$ cat config.mk
export PLATFORM = sky130hd
export DESIGN_NAME = hamming74_encoder
export DESIGN_NICKNAME = d
export VERILOG_FILES = /design/src/rtl/hamming_pkg.sv /design/src/rtl/skid_buffer.sv /design/src/rtl/hamming74_encoder.sv
export SDC_FILE = /design/constraint.sdc
export NUM_CORES = 1
export LEC_CHECK = 0
export BUFFER_PORTS_ARGS = -buffer_cell sky130_fd_sc_hd__buf_2
export CORE_MARGIN = 5
export CORE_UTILIZATION = 57
export CTS_BUF_LIST = sky130_fd_sc_hd__clkbuf_2
export CTS_CLUSTER_SIZE = 16
export DETAILED_ROUTE_END_ITERATION = 16
export HOLD_SLACK_MARGIN = 0.02
export PLACE_DENSITY_LB_ADDON = 0.25
export SYNTH_ARGS = -nofsm -noshare
export SYNTH_HDL_FRONTEND = slang
export SYNTH_SLANG_ARGS = --single-unit
$ cat constraint.sdc
create_clock -name clk -period 1.8 [get_ports clk]
set_input_delay 0 -clock clk [delete_from_list [all_inputs] [get_ports clk]]
set_output_delay 0 -clock clk [all_outputs]
set_load 0.05 [all_outputs]
$ cat src/rtl/hamming_pkg.sv
// rtl/hamming_pkg.sv - Hamming(7,4) shared constants, types and encode function
package hamming_pkg;

    localparam int DATA_W = 4;
    localparam int CODE_W = 7;

    // Even-parity bit positions inside the codeword.
    localparam int P1_IDX = 0;
    localparam int P2_IDX = 1;
    localparam int P4_IDX = 3;

    // Codeword positions of payload bits d0..d3.
    localparam int DATA_POS [DATA_W] = '{2, 4, 5, 6};

    typedef logic [CODE_W-1:0] code_t;

    // Clean encode; each parity bit covers the positions whose 1-based index
    // has the matching bit set, so the corrector's syndrome names the bad bit.
    function automatic code_t hamming_encode(input logic [DATA_W-1:0] data);
        code_t c;
        c = '0;
        for (int i = 0; i < DATA_W; i++) begin
            c[DATA_POS[i]] = data[i];
        end
        c[P1_IDX] = c[2] ^ c[4] ^ c[6];
        c[P2_IDX] = c[2] ^ c[5] ^ c[6];
        c[P4_IDX] = c[4] ^ c[5] ^ c[6];
        return c;
    endfunction

endpackage

$ cat src/rtl/skid_buffer.sv
// rtl/skid_buffer.sv - one-entry valid/ready skid buffer with registered ready
//
// Ports:
//   clk, rst_n            clock, synchronous active-low reset
//   s_tvalid_i/s_tready_o/s_tdata_i   upstream stream
//   m_tvalid_o/m_tready_i/m_tdata_o   downstream stream (registered)
module skid_buffer #(
    parameter int W = 8
) (
    input  logic         clk,
    input  logic         rst_n,
    input  logic         s_tvalid_i,
    output logic         s_tready_o,
    input  logic [W-1:0] s_tdata_i,
    output logic         m_tvalid_o,
    input  logic         m_tready_i,
    output logic [W-1:0] m_tdata_o
);

    logic         out_valid_q;
    logic [W-1:0] out_data_q;
    logic         skid_valid_q;
    logic [W-1:0] skid_data_q;
    logic         ready_q;

    logic in_fire;
    logic out_fire;
    logic skid_valid_d;

    assign in_fire  = s_tvalid_i && ready_q;
    assign out_fire = out_valid_q && m_tready_i;

    // Skid only fills when a word arrives while the output is stalled, and
    // only empties when the output fires.
    always_comb begin
        skid_valid_d = skid_valid_q;
        if (skid_valid_q && out_fire) begin
            skid_valid_d = 1'b0;
        end else if (!skid_valid_q && in_fire && out_valid_q && !m_tready_i) begin
            skid_valid_d = 1'b1;
        end
    end

    always_ff @(posedge clk) begin
        if (!rst_n) begin
            out_valid_q  <= 1'b0;
            out_data_q   <= '0;
            skid_valid_q <= 1'b0;
            skid_data_q  <= '0;
            ready_q      <= 1'b0;
        end else begin
            skid_valid_q <= skid_valid_d;
            ready_q      <= !skid_valid_d;
            if (skid_valid_q) begin
                // ready_q is low here, so no input transfer can collide.
                if (out_fire) begin
                    out_data_q <= skid_data_q;
                end
            end else if (in_fire) begin
                if (!out_valid_q || m_tready_i) begin
                    out_valid_q <= 1'b1;
                    out_data_q  <= s_tdata_i;
                end else begin
                    skid_data_q <= s_tdata_i;
                end
            end else if (out_fire) begin
                // Data is left in place so it never goes unknown while idle.
                out_valid_q <= 1'b0;
            end
        end
    end

    assign s_tready_o = ready_q;
    assign m_tvalid_o = out_valid_q;
    assign m_tdata_o  = out_data_q;

endmodule

$ cat src/rtl/hamming74_encoder.sv
// rtl/hamming74_encoder.sv - Hamming(7,4) encoder with fault injection and stats
//
// Ports:
//   clk, rst_n                      clock, synchronous active-low reset
//   in_valid/in_ready/in_data       4-bit payload stream
//   inj_en, inj_pos                 flip codeword bit inj_pos-1 (pos 0 = none)
//   out_valid/out_ready/out_data    7-bit codeword stream, 1-cycle latency
//   word_cnt, inj_cnt               saturating delivered / corrupted counts
module hamming74_encoder
    import hamming_pkg::*;
#(
    parameter int CNT_W = 16
) (
    input  logic              clk,
    input  logic              rst_n,
    input  logic              in_valid,
    output logic              in_ready,
    input  logic [DATA_W-1:0] in_data,
    input  logic              inj_en,
    input  logic [2:0]        inj_pos,
    output logic              out_valid,
    input  logic              out_ready,
    output logic [CODE_W-1:0] out_data,
    output logic [CNT_W-1:0]  word_cnt,
    output logic [CNT_W-1:0]  inj_cnt
);

    localparam logic [CNT_W-1:0] CNT_MAX = '1;
    localparam logic [CNT_W-1:0] CNT_ONE = {{(CNT_W-1){1'b0}}, 1'b1};

    logic        inj_tag;
    code_t       flip_mask;
    code_t       code_enc;
    logic [CODE_W:0] m_tdata;
    logic        m_tvalid;

    logic [CNT_W-1:0] word_cnt_q, word_cnt_d;
    logic [CNT_W-1:0] inj_cnt_q, inj_cnt_d;

    // Parity is formed on clean data, then the selected bit is corrupted so
    // the downstream corrector sees a genuine single-bit error.
    assign inj_tag   = inj_en && (inj_pos != 3'd0);
    assign flip_mask = inj_tag ? (code_t'(1) << (inj_pos - 3'd1)) : '0;
    assign code_enc  = hamming_encode(in_data) ^ flip_mask;

    skid_buffer #(
        .W(CODE_W + 1)
    ) u_skid (
        .clk        (clk),
        .rst_n      (rst_n),
        .s_tvalid_i (in_valid),
        .s_tready_o (in_ready),
        .s_tdata_i  ({inj_tag, code_enc}),
        .m_tvalid_o (m_tvalid),
        .m_tready_i (out_ready),
        .m_tdata_o  (m_tdata)
    );

    always_comb begin
        word_cnt_d = word_cnt_q;
        inj_cnt_d  = inj_cnt_q;
        if (m_tvalid && out_ready) begin
            if (word_cnt_q != CNT_MAX) begin
                word_cnt_d = word_cnt_q + CNT_ONE;
            end
            if (m_tdata[CODE_W] && (inj_cnt_q != CNT_MAX)) begin
                inj_cnt_d = inj_cnt_q + CNT_ONE;
            end
        end
    end

    always_ff @(posedge clk) begin
        if (!rst_n) begin
            word_cnt_q <= '0;
            inj_cnt_q  <= '0;
        end else begin
            word_cnt_q <= word_cnt_d;
            inj_cnt_q  <= inj_cnt_d;
        end
    end

    assign out_valid = m_tvalid;
    assign out_data  = m_tdata[CODE_W-1:0];
    assign word_cnt  = word_cnt_q;
    assign inj_cnt   = inj_cnt_q;

endmodule

### Word-level counts from Yosys, hierarchy flattened

Cells that the tools add are included.

* $add $sub $neg: 3
* equal/unequal tests: 4
* shifts and indexed selects: 1
* mux-type cells: 10
* bitwise gates (word level): 9
* reduce and logical (&&, ||, !) cells: 22

Operators by type and width (count)
* adder 16 x 1 -> 16 bit (second input constant): 2
* two-way mux 8 bit: 4
* != test 16 bit (second input constant): 2
* AND reduction 3 bit: 3
* logical AND 1 bit: 8
* two-way mux 7 bit: 1
* << shifter 1 x 3 -> 7 bit (first input constant): 1
* bitwise XOR 7 bit: 1
* nonzero test 2 bit: 3
* bitwise XOR 1 bit: 6
* two-way mux 1 bit: 5
* logical NOT 1 bit: 4
* != test 2 bit (second input constant): 2
* AND reduction 2 bit: 2
* nonzero test 3 bit: 1
* subtractor 3 x 1 -> 3 bit (second input constant): 1
* inverter 1 bit: 2
* logical OR 1 bit: 1

* register bits: 51
* input bits: 12
* output and inout bits: 41
* word-level logic and storage cells: 56

### Depth between registers and ports, before layout

Gate-level depths: netlist of the first run.

* depth in word-level cells: 7
* depth in mapped cells: 6
* depth with buffers taken out: 5

### Hierarchy

A second synthesis of the first run with hierarchy kept.

* cells, all modules: 315
* area, all modules: 2726.4 µm²

By module, submodules not included
* hamming74_encoder: times used 1, cells each 214, area an instance 1766.7 µm², seq. area each 640.6 µm²
* skid_buffer: times used 1, cells each 101, area an instance 959.7 µm², seq. area each 380.4 µm²

### Worst setup path before layout of the first run

No wires, ideal clock.

* path type: flip-flop to flip-flop
* start point: reg word_cnt_q[3] (netlist: word_cnt[3])
* end point: reg word_cnt_q[14] (netlist: word_cnt[14])
* data arrival time: 1.804 ns
* required time: 1.730 ns
* path slack: -0.074 ns
* stages on the path, launching flop included: 6
* clock period less this slack: 1.874 ns
* cells stage by stage: dfxtp_1 > and4_1 > buf_6 > nand3b_4 > or4_1 > a21oi_1

* longest elaborated chain between the ends: 2
* elaborated cells on any way between the ends: 3
* classes of those cells: add/sub (1); eq/ne (1); reduce/logical (1)

RTL lines
* start: declaration: RTL line hamming74_encoder.sv:37 `logic [CNT_W-1:0] word_cnt_q, word_cnt_d;`
* start signal: assignment: RTL line hamming74_encoder.sv:77 `word_cnt_q <= word_cnt_d;`
* branches (longest 2 deep; another with adder 16 x 1 -> 16 bit)

Parallel ways; which one is timed is not known.
A chain may end at the register's enable or synchronous reset.

### Final worst setup path of the first run

Ends and elaborated chain as after synthesis.

==> flow_summary.json, run 1 <==
{
  "chipHeight_microns": 79.3,
  "vdd_ir_drop_max_v": 0.000365,
  "drt_first_pass_iters": 4,
  "synth_area_leader_cell": "dfxtp_1",
  "start_util": 0.583,
  "rsz0062_at_grt": "no",
  "floorplan.die_area_sq_um": 6280,
  "post_synthesis_net_count": 334,
  "cp_data_required_time_ns": 2.19,
  "clock-sinks": 51,
  "tritoncts": "built",
  "upper_clock_frequency_limit_ghz": 0.610,
  "ctsLongestPathBuffers": 2,
  "reg2reg_setup_slack_ns": 0.16,
  "h-tree-depth": 2,
  "avgViaCountPerCell": 5.79,
  "final_util": 0.672,
  "finalHoldViolations": 0,
  "grt_pass1_vias": 2203,
  "layout-drive-gt1-share": 0.248,
  "power.static_leakage_nw": 1.26,
  "place.gp.congestion": 0.786,
  "critical_path.startpoint_type": "flip-flop",
  "cts_made_buffers": 5,
  "endpoint_of_the_worst_register_to_register_path": "word_cnt[14]",
  "cts_setup_buffers": 0,
  "ys_ff_latch": 51,
  "global_route.usage.total": 0.199,
  "clkTransAtPathRegs_ns": 0.25,
  "slew-limit-headroom": 0.673,
  "r2r_worst_path_depth": 4,
  "clkLatencyLatePin_ns": 0.44,
  "portbufs": 52,
  "yosys-top-cells-count": "dfxtp_1 (51), nand2_1 (45), a21oi_1 (29)",
  "layout.filler_cells": 400,
  "worst_setup_path_startpoint": "word_cnt[3]",
  "outcome": "finished clean",
  "place_ws_ns": 0.169,
  "ys_async_sr_fraction": 0,
  "hpwl_microns": 4320,
  "min_path_type": "input port to flip-flop",
  "path_class": "flip-flop to flip-flop",
  "fp.coreArea_sq_um": 4690,
  "synth.top_cell.area_share": 0.373,
  "drt_iter0_drc": 133,
  "finalWorstPathRequiredPeriod_ns": 1.64,
  "synth.area.top_cells": "dfxtp_1 (37%), nand2_1 (6.2%), mux2i_1 (5.9%)",
  "timing.final.crit_share": 0.910,
  "post-route-drc-count": 0,
  "timing.rr.start": "word_cnt[3]",
  "post_drt_wl_per_cell_microns": 14.1,
  "timing.final.max_slew_violations": 0,
  "synth_flop_cell": "dfxtp_1",
  "ant_nets": 0,
  "proportion_of_synthesized_chip_area_in_sequential_cells": 0.373,
  "final_nets": 388,
  "io_pins": 53,
  "root_buf_cell": "clkbuf_2",
  "finalClockSkew_ns": 0.0233,
  "floorplan.die.width_microns": 79.3,
  "crit_path_end": "word_cnt[14]",
  "layout-area-overhead-vs-synth_pct": 15.2,
  "final_critical_path_setup_slack_ns": 0.162,
  "synth_cell_type_count": 47,
  "cp_data_arrival_time_ns": 2.03,
  "number_of_enable_flip_flop_cells_after_synthesis": 0,
  "routed_wl_microns": 6050,
  "antenna_found_initial": 0,
  "synthesis.area_sq_um": 2740,
  "synth.most_common_cell": "dfxtp_1",
  "synth-warning-count": 0,
  "grt_pass1_wl_microns": 10100,
  "worst_slew_pin_slew_ns": 0.489,
  "synthesis.instances": 320,
  "setup_viol": 0,
  "grt_remaining_overflow": 0,
  "placement_rows": 25,
  "critical_path_fanouts_max": 7,
  "insertedDiodeCount": 0,
  "drv_cap": 0,
  "setup_tns_ns": 0,
  "power.density_cell_area_nw_per_um2": 592,
  "detailroute.via_count": 2486,
  "synthesis.area_per_instance_sq_um": 8.55,
  "timing.critical_path.to_type": "flip-flop",
  "grt_max_degree": 40
}
[how the worst min path moves through the flow]
stage / start / cells past startpoint / to
final: inj_pos[2] / 4 / u_skid.skid_data_q[7]
after floorplan: rst_n / 2 / inj_cnt[7]
after detailed placement: in_valid / 3 / u_skid.m_tvalid_o
after CTS: inj_pos[2] / 4 / u_skid.skid_data_q[7]
after global routing: inj_pos[2] / 4 / u_skid.skid_data_q[7]
after global placement: in_valid / 3 / u_skid.m_tvalid_o
[critical path: stages, from the launching register on]
cell and delay, ns:
dfxtp_2 0.43, and4_1 0.35, nand3b_4 0.15, or4_1 0.53, a21oi_1 0.16
[flip-flops by register name, indices dropped and copies added, names as in the netlist]
| signal | count |
|---|---|
| inj_cnt | 16 |
| u_skid.skid_data_q | 8 |
| u_skid.skid_valid_q | 1 |
| word_cnt | 16 |
| u_skid.s_tready_o | 1 |
| u_skid.m_tvalid_o | 1 |
| u_skid.m_tdata_o | 8 |
[metrics by stage]
step	hold slack, ns	cells	instance area, sq um	power [mW]
2_1_floorplan	0.148	320	2760	1.36
3_3_place_gp	0.363	412	3020	1.41
3_5_place_dp	0.375	412	3020	1.42
4_1_cts	0.0245	429	3150	1.89
5_1_grt	0.0789	429	3150	1.95
6_report	0.0702	429	3150	1.87
[cells by family (layout without fill, tap and decap cells)]
group / count (synthesis) / after routing / share of synthesized area
xor+xnor: 10 / 10 / 0.0471
buf+inv: 28 / 83 / 0.0558
mux: 16 / 16 / 0.0586
compound gates: 72 / 72 / 0.167
simple gates: 141 / 141 / 0.289
flops: 51 / 51 / 0.373
fa+ha+maj: 2 / 2 / 0.00915
[where the power goes]
group          internal (mW)  leakage (nW)  switching, mW
clock network         0.0988        0.0290          0.359
registers               1.15         0.421         0.0108
logic                 0.0961         0.813          0.151
total                   1.35          1.26          0.521
[timing repair]
action,CTS,global route
endpoints found under the setup margin,0,2
gates resized for setup,0,2
hold buffers,9,0
endpoints found under the hold margin,9,0
[per-layer routing]
metal / global-route usage / wire length (microns) / vias to the layer above
li1: - / - / 1272
met1: 0.250 / 2840 / 1157
met2: 0.344 / 2890 / 50
met3: 0.0420 / 255 / 7
met4: 0.0567 / 61 / 0
met5: 0 / 0 / -
[final cells by class]
class | instances | area, sq um | share of cell area
clock inverters | 2 | 12.5 | 0.00397
clock buffers | 6 | 30.0 | 0.00953
well taps | 54 | 67.6 | 0.0214
inverters | 5 | 18.8 | 0.00595
flip-flops and latches | 51 | 1040 | 0.330
multi-input cells | 241 | 1560 | 0.496
repair buffers | 70 | 418 | 0.133
[cells in the final DEF (no fill, tap or decap), types with 3 or more instances in the layout]
cell           netlist  routed
a211oi_1             6       6
a21oi_1             29      29
and2_1               5       5
and3_1               4       3
and4_1               5       4
buf_2                5      52
buf_4                9       9
clkbuf_2             0       6
dfxtp_1             51      35
dfxtp_2              0      16
dlygate4sd3_1        0       9
inv_1                5       5
mux2i_1             16      16
nand2_1             45      45
nand2b_1            19      19
nand3_1             10      10
nand4_1              6       6
nand4b_1             3       3
nor2_1              17      17
nor3_1               3       3
nor4bb_1             3       3
o211ai_1             4       4
o21a_1               4       4
o21ai_0              6       6
o22ai_1              4       4
o31ai_1              9       9
o41ai_1              3       3
or3_1                4       4
or4_1                8       8
xnor2_1              3       3
xnor3_1              3       3
xor2_1               4       4
No activity file was read; power rests on OpenSTA's default activity.
==> inputs of run 2 (changes only) <==
--- a/config.mk
+++ b/config.mk
@@ -11,6 +11,7 @@
 export CTS_BUF_LIST = sky130_fd_sc_hd__clkbuf_2
 export CTS_CLUSTER_SIZE = 16
 export DETAILED_ROUTE_END_ITERATION = 16
+export GPL_TIMING_DRIVEN = 0
 export HOLD_SLACK_MARGIN = 0.02
 export PLACE_DENSITY_LB_ADDON = 0.25
 export SYNTH_ARGS = -nofsm -noshare
==> run 2 against run 1 <==
Via count grew 3.1%. Clock-buffer cell count shrank 1. Sequential power is essentially flat. Largest cell class unchanged. Cell area grew 2.1%. Fmax shrank 4.1%. Critical path type unchanged.
==> flow_summary.json, run 2 (synthesis results as in run 1) <==
{
  "worst_slew_pin_slew_ns": 0.555,
  "totalPowerFinal_mw": 1.87,
  "timing.final.crit_share": 0.949,
  "slew-limit-headroom": 0.630,
  "reg2reg_setup_slack_ns": 0.09,
  "start_util": 0.583,
  "finalWorstPathRequiredPeriod_ns": 1.71,
  "finalHoldViolations": 0,
  "floorplan.die.width_microns": 79.3,
  "drt_first_pass_iters": 4,
  "layout-area-overhead-vs-synth_pct": 17.7,
  "worst_setup_path_startpoint": "u_skid.skid_valid_q",
  "layout-drive-gt1-share": 0.244,
  "timing.rr.start": "u_skid.skid_valid_q",
  "grt_pass1_vias": 2392,
  "vdd_ir_drop_max_v": 0.000378,
  "worstHoldStart": "inj_pos[0]",
  "place.gp.congestion": 0.846,
  "crit_slowest_cell": "dfxtp_1",
  "power.density_cell_area_nw_per_um2": 582,
  "final_nets": 402,
  "routed_wl_microns": 6390,
  "worstPathBufferInverterCount": 2,
  "placement_rows": 25,
  "timing.final.max_slew_violations": 0,
  "grt_pass1_wl_microns": 10800,
  "most_used_cells_in_the_layout_excluding_fill_and_tap_cells": "buf_2 (57), nand2_1 (45), dfxtp_1 (35), a21oi_1 (29), nand2b_1 (19)",
  "h-tree-depth": 2,
  "global_route.usage.total": 0.211,
  "io_pins": 53,
  "detailroute.via_count": 2564,
  "upper_clock_frequency_limit_ghz": 0.586,
  "cts_made_buffers": 5,
  "chipHeight_microns": 79.3,
  "insertedDiodeCount": 0,
  "grt_max_degree": 16,
  "critical-path-top-delay-family": "compound AO/OA/AOI/OAI gates",
  "clock-sinks": 51,
  "grt_remaining_overflow": 0,
  "critical_path.startpoint_type": "flip-flop",
  "drt_iter0_drc": 143,
  "cp_data_required_time_ns": 2.17,
  "ctsLongestPathBuffers": 2,
  "fp.coreArea_sq_um": 4690,
  "outcome": "finished clean",
  "timing.critical_path.mode_cell": "buf_2",
  "timing.critical_path.to_type": "flip-flop",
  "portbufs": 52,
  "tritoncts": "built",
  "avgViaCountPerCell": 5.79,
  "ant_nets": 0,
  "cts_setup_buffers": 0,
  "critical_path_fanouts_max": 10,
  "post_drt_wl_per_cell_microns": 14.4,
  "antenna_found_initial": 0,
  "rsz0062_at_grt": "yes",
  "root_buf_cell": "clkbuf_2",
  "path_class": "flip-flop to flip-flop",
  "drv_cap": 0,
  "clkTransAtPathRegs_ns": 0.25,
  "hpwl_microns": 4720,
  "cp_cell_sequence": "buf_2 > nand3b_1 > a21boi_1 > buf_2 > nand2_1 > o22ai_1",
  "floorplan.die_area_sq_um": 6280,
  "cp_data_arrival_time_ns": 2.08,
  "setup_viol": 0,
  "finalClockSkew_ns": 0.0124,
  "cpPeakStageDelay_ns": 0.36,
  "post-route-drc-count": 0,
  "most_common_library_cell_in_the_layout_ignoring_fill_and_taps": "buf_2",
  "clkLatencyLatePin_ns": 0.43,
  "min_path_type": "input port to flip-flop",
  "power.static_leakage_nw": 1.32,
  "whs_ns": 0.0867
}
[run 2: cell types whose count changed in the layout (fill, tap and decap cells not counted), sizes merged]
| cell | previous run | this run |
|---|---|---|
| clkbuf | 6 | 11 |
| buf | 61 | 69 |
| clkinv | 1 | 2 |
[run 2: per-layer routing]
metal  GRT usage  share of wire  vias to the layer above
met1       0.272           0.45                     1193
met2       0.358           0.49                       71
li1            -              -                     1292
met4      0.0601          0.012                        0
met3      0.0420          0.047                        8
met5           0              0                        -
[run 2: repair_timing]
item / 4_1_cts / 5_1_grt
hold buffers: 9 / 0
gates resized for setup: 1 / 1
endpoints found under the hold margin: 11 / 0
setup endpoints to repair: 4 / 6
[run 2: tightest hold or removal path: cells and delay by family]
family / cells / cell delay, ns
and+or+nand+nor: 3 / 0.22
xor gates and xnor gates: 1 / 0.14
buffers and inverters: 1 / 0.15
[run 2: report_power, final]
group / internal (mW) / leakage (nW) / switching (mW)
logic: 0.107 / 0.874 / 0.157
clock network: 0.0863 / 0.0241 / 0.359
registers: 1.15 / 0.421 / 0.0124
total: 1.34 / 1.32 / 0.528
[run 2: layout make-up]
class                           count  area, sq um
Multi-Input combinational cell    241         1570
Fill cell                         391         1470
Sequential cell                    51         1040
Timing Repair Buffer               61          350
Buffer                             23          134
Tap cell                           54         67.6
Clock buffer                        5         25.0
Inverter                            5         18.8
Clock inverter                      3         15.0
[run 2: through the flow]
stage / cell area [sq um] / cells / util / setup TNS [ns] / worst slack [ns]
after floorplan: 2760 / 320 / - / 0 / 0.00991
after global placement: 3080 / 426 / 0.657 / 0 / 0.0755
after detailed placement: 3080 / 426 / 0.657 / 0 / 0.0575
after CTS: 3210 / 443 / 0.685 / 0 / 0.0481
after global routing: 3220 / 443 / 0.686 / -0.171 / -0.0465
final: 3220 / 443 / 0.686 / 0 / 0.0926
[run 2: final timing paths]
kind                            cells past startpoint                     to
worst max register to register                      6    u_skid.m_tdata_o[5]
worst max-delay path                                6    u_skid.m_tdata_o[5]
worst min register to register                      2  u_skid.skid_data_q[7]
worst min-delay path                                5  u_skid.skid_data_q[3]
==> inputs of run 3 (changes only) <==
--- a/config.mk
+++ b/config.mk
@@ -5,12 +5,12 @@
 export SDC_FILE = /design/constraint.sdc
 export NUM_CORES = 1
 export LEC_CHECK = 0
-export BUFFER_PORTS_ARGS = -buffer_cell sky130_fd_sc_hd__buf_2
 export CORE_MARGIN = 5
-export CORE_UTILIZATION = 57
+export CORE_UTILIZATION = 65
 export CTS_BUF_LIST = sky130_fd_sc_hd__clkbuf_2
 export CTS_CLUSTER_SIZE = 16
 export DETAILED_ROUTE_END_ITERATION = 16
+export DONT_BUFFER_PORTS = 1
 export GPL_TIMING_DRIVEN = 0
 export HOLD_SLACK_MARGIN = 0.02
 export PLACE_DENSITY_LB_ADDON = 0.25
==> run 3 against run 2 <==
Register-to-register slack got worse by 0.04 ns. Critical endpoint is now u_skid.skid_data_q[6]. Global-route usage rose by 5.2 points. Sequential cell count did not move. Combinational power fell by 4%. Setup slack got worse by 0.042 ns. Highest routed layer unchanged. Power rose by 6.3%. Clock power rose by 34%.
==> flow_summary.json, run 3 (synthesis results as in run 1) <==
{
  "outcome": "finished clean",
  "setup_viol": 0,
  "upper_clock_frequency_limit_ghz": 0.571,
  "cts_made_buffers": 5,
  "min_path_type": "input port to flip-flop",
  "timing.critical_path.mode_cell": "buf_2",
  "io_pins": 53,
  "layout-area-overhead-vs-synth_pct": 17.2,
  "drt_iter0_drc": 186,
  "path_class": "flip-flop to flip-flop",
  "post-route-drc-count": 0,
  "worst_setup_path_startpoint": "u_skid.skid_valid_q",
  "finalClockSkew_ns": 0.0180,
  "power.density_cell_area_nw_per_um2": 621,
  "whs_ns": 0.0208,
  "antenna_found_initial": 0,
  "critical_path.startpoint_type": "flip-flop",
  "floorplan.die_area_sq_um": 5610,
  "finalHoldViolations": 0,
  "clkTransAtPathRegs_ns": 0.26,
  "floorplan.die.width_microns": 74.9,
  "grt_pass1_wl_microns": 11400,
  "critical-path-top-delay-family": "simple AND/OR/NAND/NOR gates",
  "sw_power_uw": 545,
  "share_seq_of_total_power": 0.573,
  "share_clk_of_total_power": 0.300,
  "most_used_cells_in_the_layout_excluding_fill_and_tap_cells": "nand2_1 (45), a21oi_1 (28), dfxtp_4 (28), nand2b_1 (19)",
  "detailroute.via_count": 2589,
  "worst_slew_pin_slew_ns": 0.571,
  "post_dp_cell_area_sq_um": 2820,
  "comb_power_share": 0.127,
  "rsz0062_at_grt": "yes",
  "fp.coreArea_sq_um": 4030,
  "worstPathBufferInverterCount": 2,
  "slew-limit-headroom": 0.619,
  "power.share.switching": 0.274,
  "met1Wirelength_microns": 2840,
  "start_util": 0.679,
  "critical_path_fanouts_max": 10,
  "dr_wl_met2_microns": 3620,
  "most_common_library_cell_in_the_layout_ignoring_fill_and_taps": "nand2_1",
  "h-tree-depth": 2,
  "ant_nets": 0,
  "vdd_ir_drop_max_v": 0.000469,
  "cp_data_required_time_ns": 2.17,
  "grt_pass1_vias": 2440,
  "root_buf_cell": "clkbuf_2",
  "worstHoldStart": "inj_pos[2]",
  "drv_cap": 0,
  "avgViaCountPerCell": 6.52,
  "layout.filler_cells": 243,
  "power.static_leakage_nw": 1.15,
  "timing.final.max_slew_violations": 0,
  "power_report.internal_total_mw": 1.44,
  "timing.critical_path.to_type": "flip-flop",
  "final_design_area_no_fill_sq_um": 3200,
  "wl_met3_microns": 541,
  "post_drt_wl_per_cell_microns": 18.0,
  "grt_remaining_overflow": 0,
  "ctsLongestPathBuffers": 2,
  "grt_max_degree": 16,
  "tritoncts": "built",
  "clock-sinks": 51,
  "cpPeakStageDelay_ns": 0.36,
  "portbufs": 0,
  "clkLatencyLatePin_ns": 0.46,
  "crit_slowest_cell": "dfxtp_1",
  "routed_wl_microns": 7160,
  "placement_rows": 23,
  "multiInputGateArea_sq_um": 1600,
  "top_layer": "met4",
  "sequential_cell_area_sq_um": 1130,
  "timing.final.crit_share": 0.972,
  "layout-drive-gt1-share": 0.207,
  "finalWorstPathRequiredPeriod_ns": 1.75,
  "place.gp.congestion": 0.813,
  "cp_data_arrival_time_ns": 2.12,
  "timing.rr.start": "u_skid.skid_valid_q",
  "insertedDiodeCount": 0,
  "final_nets": 361,
  "chipHeight_microns": 74.9,
  "drt_first_pass_iters": 6,
  "cp_cell_sequence": "buf_2 > nand3b_1 > nor2_2 > buf_2 > nor2_1 > a211oi_1",
  "hpwl_microns": 4560,
  "global_route.usage.total": 0.263
}
[run 3: changes by cell type in the layout (fill, tap and decap cells not counted), moves of 2 or more]
cell / previous run / this run
buf_4: 9 / 12
dlygate4sd3_1: 9 / 17
dfxtp_1: 35 / 17
dfxtp_2: 16 / 6
clkinv_1: 2 / 0
buf_2: 57 / 4
dfxtp_4: 0 / 28
[run 3: worst paths after layout]
path                                end  slack, ns  cells past startpoint
setup / recovery  u_skid.skid_data_q[6]       0.05                      6
hold / removal      u_skid.m_tdata_o[5]       0.02                      4
setup reg to reg  u_skid.skid_data_q[6]       0.05                      6
hold reg to reg     u_skid.m_tdata_o[0]       0.49                      2
[run 3: worst min-delay path: stages]
cell and delay, ns:
nand4b_1 0.08, xor2_1 0.18, o21a_1 0.13, o22ai_1 0.06
[run 3: layout make-up]
class | count | area share
tap | 50 | 0.0195
multi-input combinational | 241 | 0.499
clock buffer | 5 | 0.00781
sequential | 51 | 0.354
timing repair buffer | 20 | 0.0601
buffer | 23 | 0.0426
clock inverter | 2 | 0.0117
inverter | 5 | 0.00586
[run 3: per-stage QoR]
stage               setup TNS, ns  power (mW)  utilization  setup WS, ns  instances
finish                          0        1.99        0.795        0.0501        397
global route              -0.0834        2.06        0.795       -0.0411        397
CTS                             0        1.99        0.775       0.00212        394
detailed placement          -4.83        1.40        0.699        -0.244        370
global placement            -3.74        1.39        0.699        -0.239        370
floorplan                       0        1.36            -       0.00991        320
[run 3: timing repair]
item / in CTS / in global routing
pin swaps: 0 / 4
resized for setup: 38 / 19
gates cloned: 0 / 0
endpoints found under the hold margin: 38 / 0
setup endpoints to repair: 42 / 34
buffers inserted: 0 / 3
hold buffers: 17 / 0
[run 3: layer usage]
metal	GRT usage	vias to the layer above
li1	-	1213
met3	0.0574	15
met5	0	-
met2	0.454	113
met1	0.316	1248
met4	0.113	0
[run 3: power groups by stage]
stage          combinational, mW  sequential [mW]  clock, mW
6_report                   0.252             1.14      0.598
5_1_grt                    0.270             1.14      0.649
4_1_cts                    0.237             1.15      0.596
3_5_place_dp               0.194             1.20          0
3_3_place_gp               0.191             1.20          0
2_1_floorplan              0.166             1.20          0
